<file path="src/rtl/hex_marquee.sv">
// Scrolls a MSG_LEN-character 7-segment message across hex5..hex0; outputs lag pos by one cycle.
// Key presses act 2+DEBOUNCE_CYCLES cycles after the raw edge; no backpressure, the window updates every cycle.
module hex_marquee #(
  parameter int MSG_LEN         = 16,
  parameter int STEP_CYCLES     = 12500000,
  parameter int DEBOUNCE_CYCLES = 1000000
) (
  input  logic                   CLOCK_50,
  input  logic                   RESET_N,
  input  logic [7*MSG_LEN-1:0]   msg,
  input  logic                   key_run_n,
  input  logic                   key_step_n,
  output logic [6:0]             hex5,
  output logic [6:0]             hex4,
  output logic [6:0]             hex3,
  output logic [6:0]             hex2,
  output logic [6:0]             hex1,
  output logic [6:0]             hex0,
  output logic                   running
);

  localparam int PW = $clog2(MSG_LEN);
  localparam int SW = $clog2(STEP_CYCLES);
  localparam int DW = $clog2(DEBOUNCE_CYCLES);
  localparam logic [PW-1:0] POS_MAX  = PW'(MSG_LEN - 1);
  localparam logic [PW:0]   LEN_W    = (PW+1)'(MSG_LEN);
  localparam logic [SW-1:0] STEP_MAX = SW'(STEP_CYCLES - 1);
  localparam logic [DW-1:0] DEB_MAX  = DW'(DEBOUNCE_CYCLES - 1);

  typedef enum logic {RUN, PAUSE} state_t;

  state_t        state_q, state_d;
  logic [PW-1:0] pos_q;
  logic [SW-1:0] presc_q;
  logic          tick, advance;

  // Index 0 is the run key, index 1 the step key.
  logic [1:0]    raw_n;
  logic [1:0]    sync_1, sync_2, level, press;
  logic [DW-1:0] deb_cnt [2];

  assign raw_n = {key_step_n, key_run_n};

  always_ff @(posedge CLOCK_50 or negedge RESET_N) begin
    if (!RESET_N) begin
      sync_1 <= 2'b11;
      sync_2 <= 2'b11;
      level  <= 2'b11;
      press  <= 2'b00;
      for (int i = 0; i < 2; i++) deb_cnt[i] <= '0;
    end else begin
      sync_1 <= raw_n;
      sync_2 <= sync_1;
      for (int i = 0; i < 2; i++) begin
        press[i] <= 1'b0;
        if (sync_2[i] == level[i]) begin
          deb_cnt[i] <= '0;
        end else if (deb_cnt[i] == DEB_MAX) begin
          level[i]   <= sync_2[i];
          deb_cnt[i] <= '0;
          press[i]   <= ~sync_2[i];
        end else begin
          deb_cnt[i] <= deb_cnt[i] + DW'(1);
        end
      end
    end
  end

  assign tick = (state_q == RUN) && (presc_q == STEP_MAX);
  // A run press wins over a step press; a tick in RUN always advances.
  assign advance = (state_q == RUN) ? tick : (press[1] && !press[0]);

  always_comb begin
    state_d = state_q;
    if (press[0]) state_d = (state_q == RUN) ? PAUSE : RUN;
  end

  always_ff @(posedge CLOCK_50 or negedge RESET_N) begin
    if (!RESET_N) begin
      state_q <= RUN;
      running <= 1'b1;
      presc_q <= '0;
      pos_q   <= '0;
    end else begin
      state_q <= state_d;
      running <= (state_d == RUN);
      if (state_q == RUN) presc_q <= (presc_q == STEP_MAX) ? '0 : presc_q + SW'(1);
      if (advance) pos_q <= (pos_q == POS_MAX) ? '0 : pos_q + PW'(1);
    end
  end

  logic [6:0] chars [MSG_LEN];
  logic [6:0] win   [6];
  logic [PW:0] idx_sum;

  always_comb begin
    for (int i = 0; i < MSG_LEN; i++) chars[i] = msg[7*i +: 7];
  end

  always_comb begin
    idx_sum = '0;
    for (int k = 0; k < 6; k++) begin
      idx_sum = {1'b0, pos_q} + (PW+1)'(k);
      if (idx_sum >= LEN_W) idx_sum = idx_sum - LEN_W;
      win[k] = chars[idx_sum[PW-1:0]];
    end
  end

  always_ff @(posedge CLOCK_50 or negedge RESET_N) begin
    if (!RESET_N) begin
      hex5 <= 7'h7F;
      hex4 <= 7'h7F;
      hex3 <= 7'h7F;
      hex2 <= 7'h7F;
      hex1 <= 7'h7F;
      hex0 <= 7'h7F;
    end else begin
      hex5 <= win[0];
      hex4 <= win[1];
      hex3 <= win[2];
      hex2 <= win[3];
      hex1 <= win[4];
      hex0 <= win[5];
    end
  end

endmodule

</file>
<file path="config.mk">
export PLATFORM = sky130hd
export DESIGN_NAME = hex_marquee
export DESIGN_NICKNAME = d
export VERILOG_FILES = /design/src/rtl/hex_marquee.sv
export SDC_FILE = /design/constraint.sdc
export NUM_CORES = 1
export LEC_CHECK = 0
export ABC_CLOCK_PERIOD_IN_PS = 3600
export CAP_MARGIN = 25
export CORE_UTILIZATION = 49
export DETAILED_ROUTE_END_ITERATION = 6
export PLACE_DENSITY = 0.78
export SYNTH_ARGS = -nofsm -noshare
export SYNTH_HDL_FRONTEND = slang
export SYNTH_SLANG_ARGS = --single-unit
</file>
<file path="constraint.sdc">
create_clock -name CLOCK_50 -period 3.6 [get_ports CLOCK_50]
set_clock_uncertainty 0.15 [all_clocks]
set_input_delay 0.36 -clock CLOCK_50 [delete_from_list [all_inputs] [get_ports CLOCK_50]]
set_output_delay 0.36 -clock CLOCK_50 [all_outputs]
set_load 0.01 [all_outputs]
</file>
==> results of run 1 <==
==> placed cells by master, fill, tap and decap left out, types with 9 or more instances in the layout <==
master and n:
dfrtp_1 69, xnor2_1 19, nor2b_1 10, mux4_2 139, nand2_1 55, nand4_1 20
buf_4 14, a21oi_1 13, nor3_1 9, and3_1 9, nor2_1 58, xor2_1 36
o21ai_0 15, nand3_1 29, dfstp_2 49, a211oi_1 12, inv_1 9, clkbuf_16 17
clkdlybuf4s50_1 157
==> registers in the layout (all words and copies together), names as in the netlist <==
signal / flops
deb_cnt: 40
presc_q: 24
hex0: 7
hex1: 7
hex2: 7
hex3: 7
hex4: 7
hex5: 7
pos_q: 4
level: 2
press: 2
sync_1: 2
sync_2: 2
running: 1
state_q: 1
==> final cells by class <==
type,instances,area [µm²]
multi-input combinational,506,5435
fill,1217,6166
tap,225,281.5
timing repair buffer,175,1747
sequential,120,3069
clock inverter,7,115.1
clock buffer,24,501.7
inverter,11,41.29
==> power groups by stage <==
stage | registers, mW | clock network (mW) | logic [mW]
finish | 1.42 | 1.77 | 0.464
CTS | 1.42 | 1.80 | 0.461
floorplan | 1.45 | 0 | 0.150
global placement | 1.44 | 0 | 0.443
detailed placement | 1.44 | 0 | 0.457
global route | 1.43 | 1.85 | 0.488
==> worst max-delay path, delay by kind of cell, from the launching register on <==
family	cells	cell delay (ns)
adders and majority gates	1	0.36
AOI/OAI and AO/OA	2	0.26
buffers and inverters	2	0.68
DFF	1	0.42
xor gates and xnor gates	1	0.76
==> per-layer routing <==
layer  part of all wire, %  GRT usage (%)  up-vias
li1                      -              -     3004
met5                     0              0        -
met2                    51          46.89      505
met4                   3.2          11.86        0
met1                    36          34.30     3579
met3                   9.8          7.220       68
==> through the flow <==
step / utilization (%) / setup slack [ns] / area, µm²
final: 64.48 / 0.8800 / 11190
after global routing: 64.48 / 0.7901 / 11190
after CTS: 64.48 / 0.9057 / 11190
after detailed placement: 60.86 / 0.9454 / 10560
after global placement: 60.86 / 1.008 / 10560
after floorplan: - / 0.1982 / 8718
==> path summary, 6_finish.rpt <==
kind | end | slack [ns] | cells after the start
worst min-delay path | sync_2[1] | 0.20 | 0
min in group asynchronous | deb_cnt[39] | 0.40 | 2
worst min register to register | sync_2[1] | 0.20 | 0
worst max register to register | hex3[3] | 0.88 | 6
max in group asynchronous | hex1[2] | 2.08 | 3
worst max-delay path | hex3[3] | 0.88 | 6
==> cells by family after synthesis <==
kind of cell / Yosys count / synth area share (%)
muxes: 150 / 37.40
xor gates and xnor gates: 56 / 5.626
adders and majority gates: 9 / 1.292
and+or+nand+nor: 225 / 13.02
AOI/OAI and AO/OA: 66 / 4.894
buffers and inverters: 51 / 2.626
DFF: 120 / 35.15
==> what timing repair did <==
action	in CTS	in global routing
hold buffers	1	0
gates resized for setup	0	0
endpoints found under the hold margin	21	0
==> flow_summary_export.csv, run 1 <==
group,metric,value,unit
run_status,status,"finished, final reports clean",
worst_setup_path,required,3.80,ns
floorplanning,start_util,50.23,%
worst_setup_path,cp_max_fo,46,
floorplanning,dieArea,18330,µm²
clocking,numCtsBuffers,17,
clocking,post-cts-setup-buffers,0,
finish,area_growth,28.36,%
finish,diodes,0,
clocking,cts_max_level,4,
grt,gr-total-overflow,0,
detailed_routing,via_per_inst,6.700,
logic_synthesis,ys.flop_type,"dfrtp_1",
min_path,hp-start,"sync_1[1]",
logic_synthesis,synth.most_common_cell,"mux4_2",
grt,track_usage,27.96,%
timing,relSlewSlack,37.73,%
pwr,clkPwrFrac,48.4,%
finish,fin_cells,1068,
floorplanning,coreArea,17360,µm²
finish,final_nets,956,
floorplanning,chipWidth,135.4,µm
worst_setup_path,end_kind,"register",
timing,hold_slack,0.2048,ns
detailed_routing,detail_route.wl_per_cell,22.85,µm
floorplanning,die_h,135.4,µm
logic_synthesis,synth-edff-count,0,
clocking,clk_pin_slew,0.06,ns
logic_synthesis,synth.distinct_cells,50,
detailed_routing,drt-initial-drc-count,494,
grt,grt_pass1_vias,7132,
logic_synthesis,syn-num-nets,802,
timing,setup_viol,0,
finish,drive_gt1_share,29.66,%
logic_synthesis,synth_seq_area_share,35.15,%
detailed_routing,drtPass1Iterations,5,
pwr,p_sw,0.8090,mW
logic_synthesis,ys_async_sr_fraction,100.0,%
pwr,p_comb_share,12.7,%
place,io_buffers,158,
logic_synthesis,synthCells,677,
clocking,cts_sinks,120,
detailed_routing,routed_wl,24400,µm
worst_setup_path,crit_slowest_cell,"xnor2_1",
worst_setup_path,crit_type,"register to register",
logic_synthesis,synth_area_leaders,"mux4_2, dfrtp_1, dfstp_2, xor2_1, nor2_1",
pwr,vdd_drop_max,0.2878,mV
pwr,powerDensity,327.0,nW/µm²
logic_synthesis,yosysTopAreaCell,"mux4_2",
grt,grt_pass1_wl,38160,µm
clocking,cts_root_buf,"clkbuf_16",
pwr,finalPower,3.659,mW
clocking,cts_tree,"built",
min_path,hold_class,"register to register",
timing,hold_viol,0,
timing,fmax,367.6,MHz
clocking,cts.path.max_buffers,2,
worst_setup_path,crit_arrival,2.92,ns
logic_synthesis,yosysWarnings,0,
logic_synthesis,avgSynthCellArea,12.88,µm²
logic_synthesis,synth_top_cell_area_share,35.91,%
timing,finalCriticalPeriod,2.720,ns
place,placed_cells,1036,
timing,tightestPinTransition,0.9274,ns
pwr,p_sw_share,22.11,%
worst_setup_path,cp_cell_sequence,"buf_4 > ha_1 > xnor2_1 > buf_4 > a211oi_1 > a21oi_1",
timing,rsz0062_at_grt,"false",
grt,grt_max_degree,117,
logic_synthesis,netlist_area,8718,µm²
detailed_routing,antenna_left,0,
worst_setup_path,crit_top_cell,"buf_4",
pwr,pwr-share-seq,38.9,%
place,place.gp.congestion,0.9647,
place,hpwl,17560,µm
clocking,worstSkewPairLatency,0.42,ns
timing,setup_tns,0,ns
run,drv_cap,0,
worst_setup_path,cp-startpoint,"pos_q[1]",
pwr,leakagePower,4.019,nW
logic_synthesis,synth_common_cells,"mux4_2, dfrtp_1, nor2_1",
logic_synthesis,ys_seq_elements,120,
timing,fin_crit_sh,75.56,%
worst_setup_path,r2r_start,"pos_q[1]",
timing,drv_slew,0,
floorplanning,rows,48,
pwr,power.internal,2.850,mW
worst_setup_path,cp-start-kind,"register",
floorplanning,ioPinCount,159,
worst_setup_path,critical-path-max-stage-delay,0.76,ns
detailed_routing,drc,0,
detailed_routing,via_count,7156,
grt,antenna_found_initial,0,
No activity file was read; power rests on OpenSTA's default activity.
==> run 2: changes to the inputs <==
==> config.mk (replaced) <==
export PLATFORM = sky130hd
export DESIGN_NAME = hex_marquee
export DESIGN_NICKNAME = d
export VERILOG_FILES = /design/src/rtl/hex_marquee.sv
export SDC_FILE = /design/constraint.sdc
export NUM_CORES = 1
export LEC_CHECK = 0
export ABC_CLOCK_PERIOD_IN_PS = 2600
export CAP_MARGIN = 25
export CORE_UTILIZATION = 50
export DETAILED_ROUTE_END_ITERATION = 6
export PLACE_DENSITY = 0.77
export SYNTH_ARGS = -nofsm -noshare
export SYNTH_HDL_FRONTEND = slang
export SYNTH_SLANG_ARGS = --single-unit
==> constraint.sdc (replaced) <==
create_clock -name CLOCK_50 -period 2.6 [get_ports CLOCK_50]
set_clock_uncertainty 0.15 [all_clocks]
set_input_delay 0.26 -clock CLOCK_50 [delete_from_list [all_inputs] [get_ports CLOCK_50]]
set_output_delay 0.26 -clock CLOCK_50 [all_outputs]
set_load 0.01 [all_outputs]
==> run 2 against run 1 <==
  * Core utilization increased by 3.0 points
  * Via count is 0.31% higher
  * Cell count up 1.4%
  * Critical path depth is the same
  * Sequential cell count did not move
  * First-iteration DRC count grew 4.3%
  * Final area up 1.4%
  * Hold slack got worse by 0.096 ns
  * Critical path type unchanged
==> flow_summary_export.csv, run 2 (same netlist as run 1, synthesis figures left out) <==
group,metric,value,unit
finish,multi_input_area,5465,µm²
timing,setup_viol,0,
grt,grt_max_degree,67,
timing,drv_slew,0,
grt,grt_pass1_vias,7398,
timing,rsz0062_at_grt,"false",
worst_setup_path,critPathTopFamily,"simple AND/OR/NAND/NOR gates",
worst_setup_path,cp-start-kind,"register",
finish,fin_cells,1083,
detailed_routing,via_per_inst,6.628,
place,io_buffers,158,
grt,gr-total-overflow,0,
detailed_routing,antenna_left,0,
detailed_routing,detail_route.wl_per_cell,22.89,µm
clocking,cts_tree,"built",
clocking,cts.path.max_buffers,2,
floorplanning,die_h,134.1,µm
min_path,hold_class,"input port to register",
clocking,numCtsBuffers,17,
floorplanning,start_util,51.84,%
clocking,cts_sinks,120,
grt,grt_pass1_wl,39710,µm
clocking,cts_root_buf,"clkbuf_16",
detailed_routing,drtPass1Iterations,5,
run,drv_cap,0,
worst_setup_path,crit_arrival,2.68,ns
worst_setup_path,path_buf_inv,1,
timing,hold_viol,0,
floorplanning,ioPinCount,159,
timing,relSlewSlack,41.15,%
worst_setup_path,end_kind,"register",
run_status,status,"finished, final reports clean",
timing,setup_tns,0,ns
grt,antenna_found_initial,0,
floorplanning,chipWidth,134.1,µm
pwr,leakagePower,4.109,nW
pwr,finalPower,4.952,mW
floorplanning,rows,47,
worst_setup_path,cp_max_fo,6,
finish,drive_gt1_share,31.87,%
pwr,vdd_drop_max,0.3534,mV
finish,mostFrequentLayoutCell,"clkdlybuf4s50_1",
grt,track_usage,29.16,%
worst_setup_path,critical-path-max-stage-delay,0.58,ns
finish,area_growth,30.21,%
worst_setup_path,crit_type,"register to register",
worst_setup_path,cp_cell_sequence,"or4_1 > nor4_4 > a31oi_4 > buf_4 > a211oi_1 > a21o_1",
place,place.gp.congestion,0.9037,
worst_setup_path,crit_slowest_cell,"or4_1",
worst_setup_path,required,2.80,ns
timing,hold_slack,0.1086,ns
floorplanning,dieArea,17970,µm²
timing,fin_crit_sh,95.39,%
place,placed_cells,1050,
clocking,clk_pin_slew,0.06,ns
floorplanning,coreArea,16820,µm²
finish,largest_reg_flops,40,
timing,tightestPinTransition,0.8746,ns
detailed_routing,via_count,7178,
detailed_routing,routed_wl,24790,µm
detailed_routing,drc,0,
finish,diodes,0,
finish,largestRegisters,"deb_cnt: 40 flops, presc_q: 24 flops",
pwr,powerDensity,436.2,nW/µm²
clocking,worstSkewPairLatency,0.42,ns
finish,regMostFlops,"deb_cnt",
detailed_routing,drt-initial-drc-count,515,
timing,fmax,403.2,MHz
finish,mostFrequentLayoutCells,"clkdlybuf4s50_1, mux4_2, dfrtp_1",
finish,fill_cells,1235,
timing,finalCriticalPeriod,2.480,ns
place,hpwl,18410,µm
finish,final_nets,975,
clocking,cts_max_level,4,
finish,register_area,3069,µm²
-- run 2: cell types whose count changed in the layout (fill, tap and decap cells not counted), moves of 2 or more --
| cell | previous run | this run |
|---|---|---|
| xor2_1 | 36 | 34 |
| xor2_2 | 0 | 2 |
| xnor2_1 | 19 | 17 |
| buf_4 | 14 | 32 |
| clkinvlp_4 | 2 | 5 |
| clkbuf_8 | 5 | 3 |
| xnor2_2 | 1 | 3 |
-- run 2: path summary, 6_finish.rpt --
check,from,endpoint,slack [ns],depth (start not counted)
worst max-delay path,presc_q[14],pos_q[0],0.12,6
worst min-delay path,key_step_n,sync_1[1],0.11,1
worst max register to register,presc_q[14],pos_q[0],0.12,6
worst min register to register,sync_1[1],sync_2[1],0.21,0
max in group asynchronous,RESET_N,hex4[2],1.27,3
min in group asynchronous,RESET_N,presc_q[15],0.24,2
-- run 2: worst reg2reg max path, delay by kind of cell, from the launching register on --
kind	cells	cell delay, ns
simple gates	2	1.05
compound gates	3	0.60
buf+inv	1	0.19
flops	1	0.42
-- run 2: layer usage --
metal	global-route usage, %	up-vias	routed length (µm)
li1	-	3032	-
met1	36.91	3620	9043
met2	48.91	463	12720
met3	6.274	63	2317
met4	12.11	0	709
met5	0	-	0
-- run 2: layout make-up --
cell class / count / area share [%]
Multi-Input combinational cell: 506 / 48.14
Timing Repair Buffer: 194 / 16.75
Inverter: 11 / 0.4298
Clock buffer: 21 / 4.144
Tap cell: 220 / 2.425
Clock inverter: 11 / 1.069
Sequential cell: 120 / 27.04
-- run 2: report_power, final --
part           switching, mW  internal (mW)  total (mW)  leakage [nW]
Clock                  0.865           1.48        2.35         0.278
Combinational          0.254          0.380       0.634          2.35
Sequential            0.0300           1.94        1.97          1.48
-- run 2: repair_timing --
item | CTS | global route
hold endpoints to repair | 43 | 0
gates resized for setup | 0 | 0
buffers inserted | 0 | 0
hold buffers | 1 | 0
-- run 2: metrics by stage --
stage	setup WS (ns)	instance area, µm²	util [%]
floorplan	0.03012	8802	-
global placement	0.1763	10750	63.92
detailed placement	0.1741	10750	63.92
CTS	0.1158	11350	67.50
global route	0.04936	11350	67.50
finish	0.1198	11350	67.50
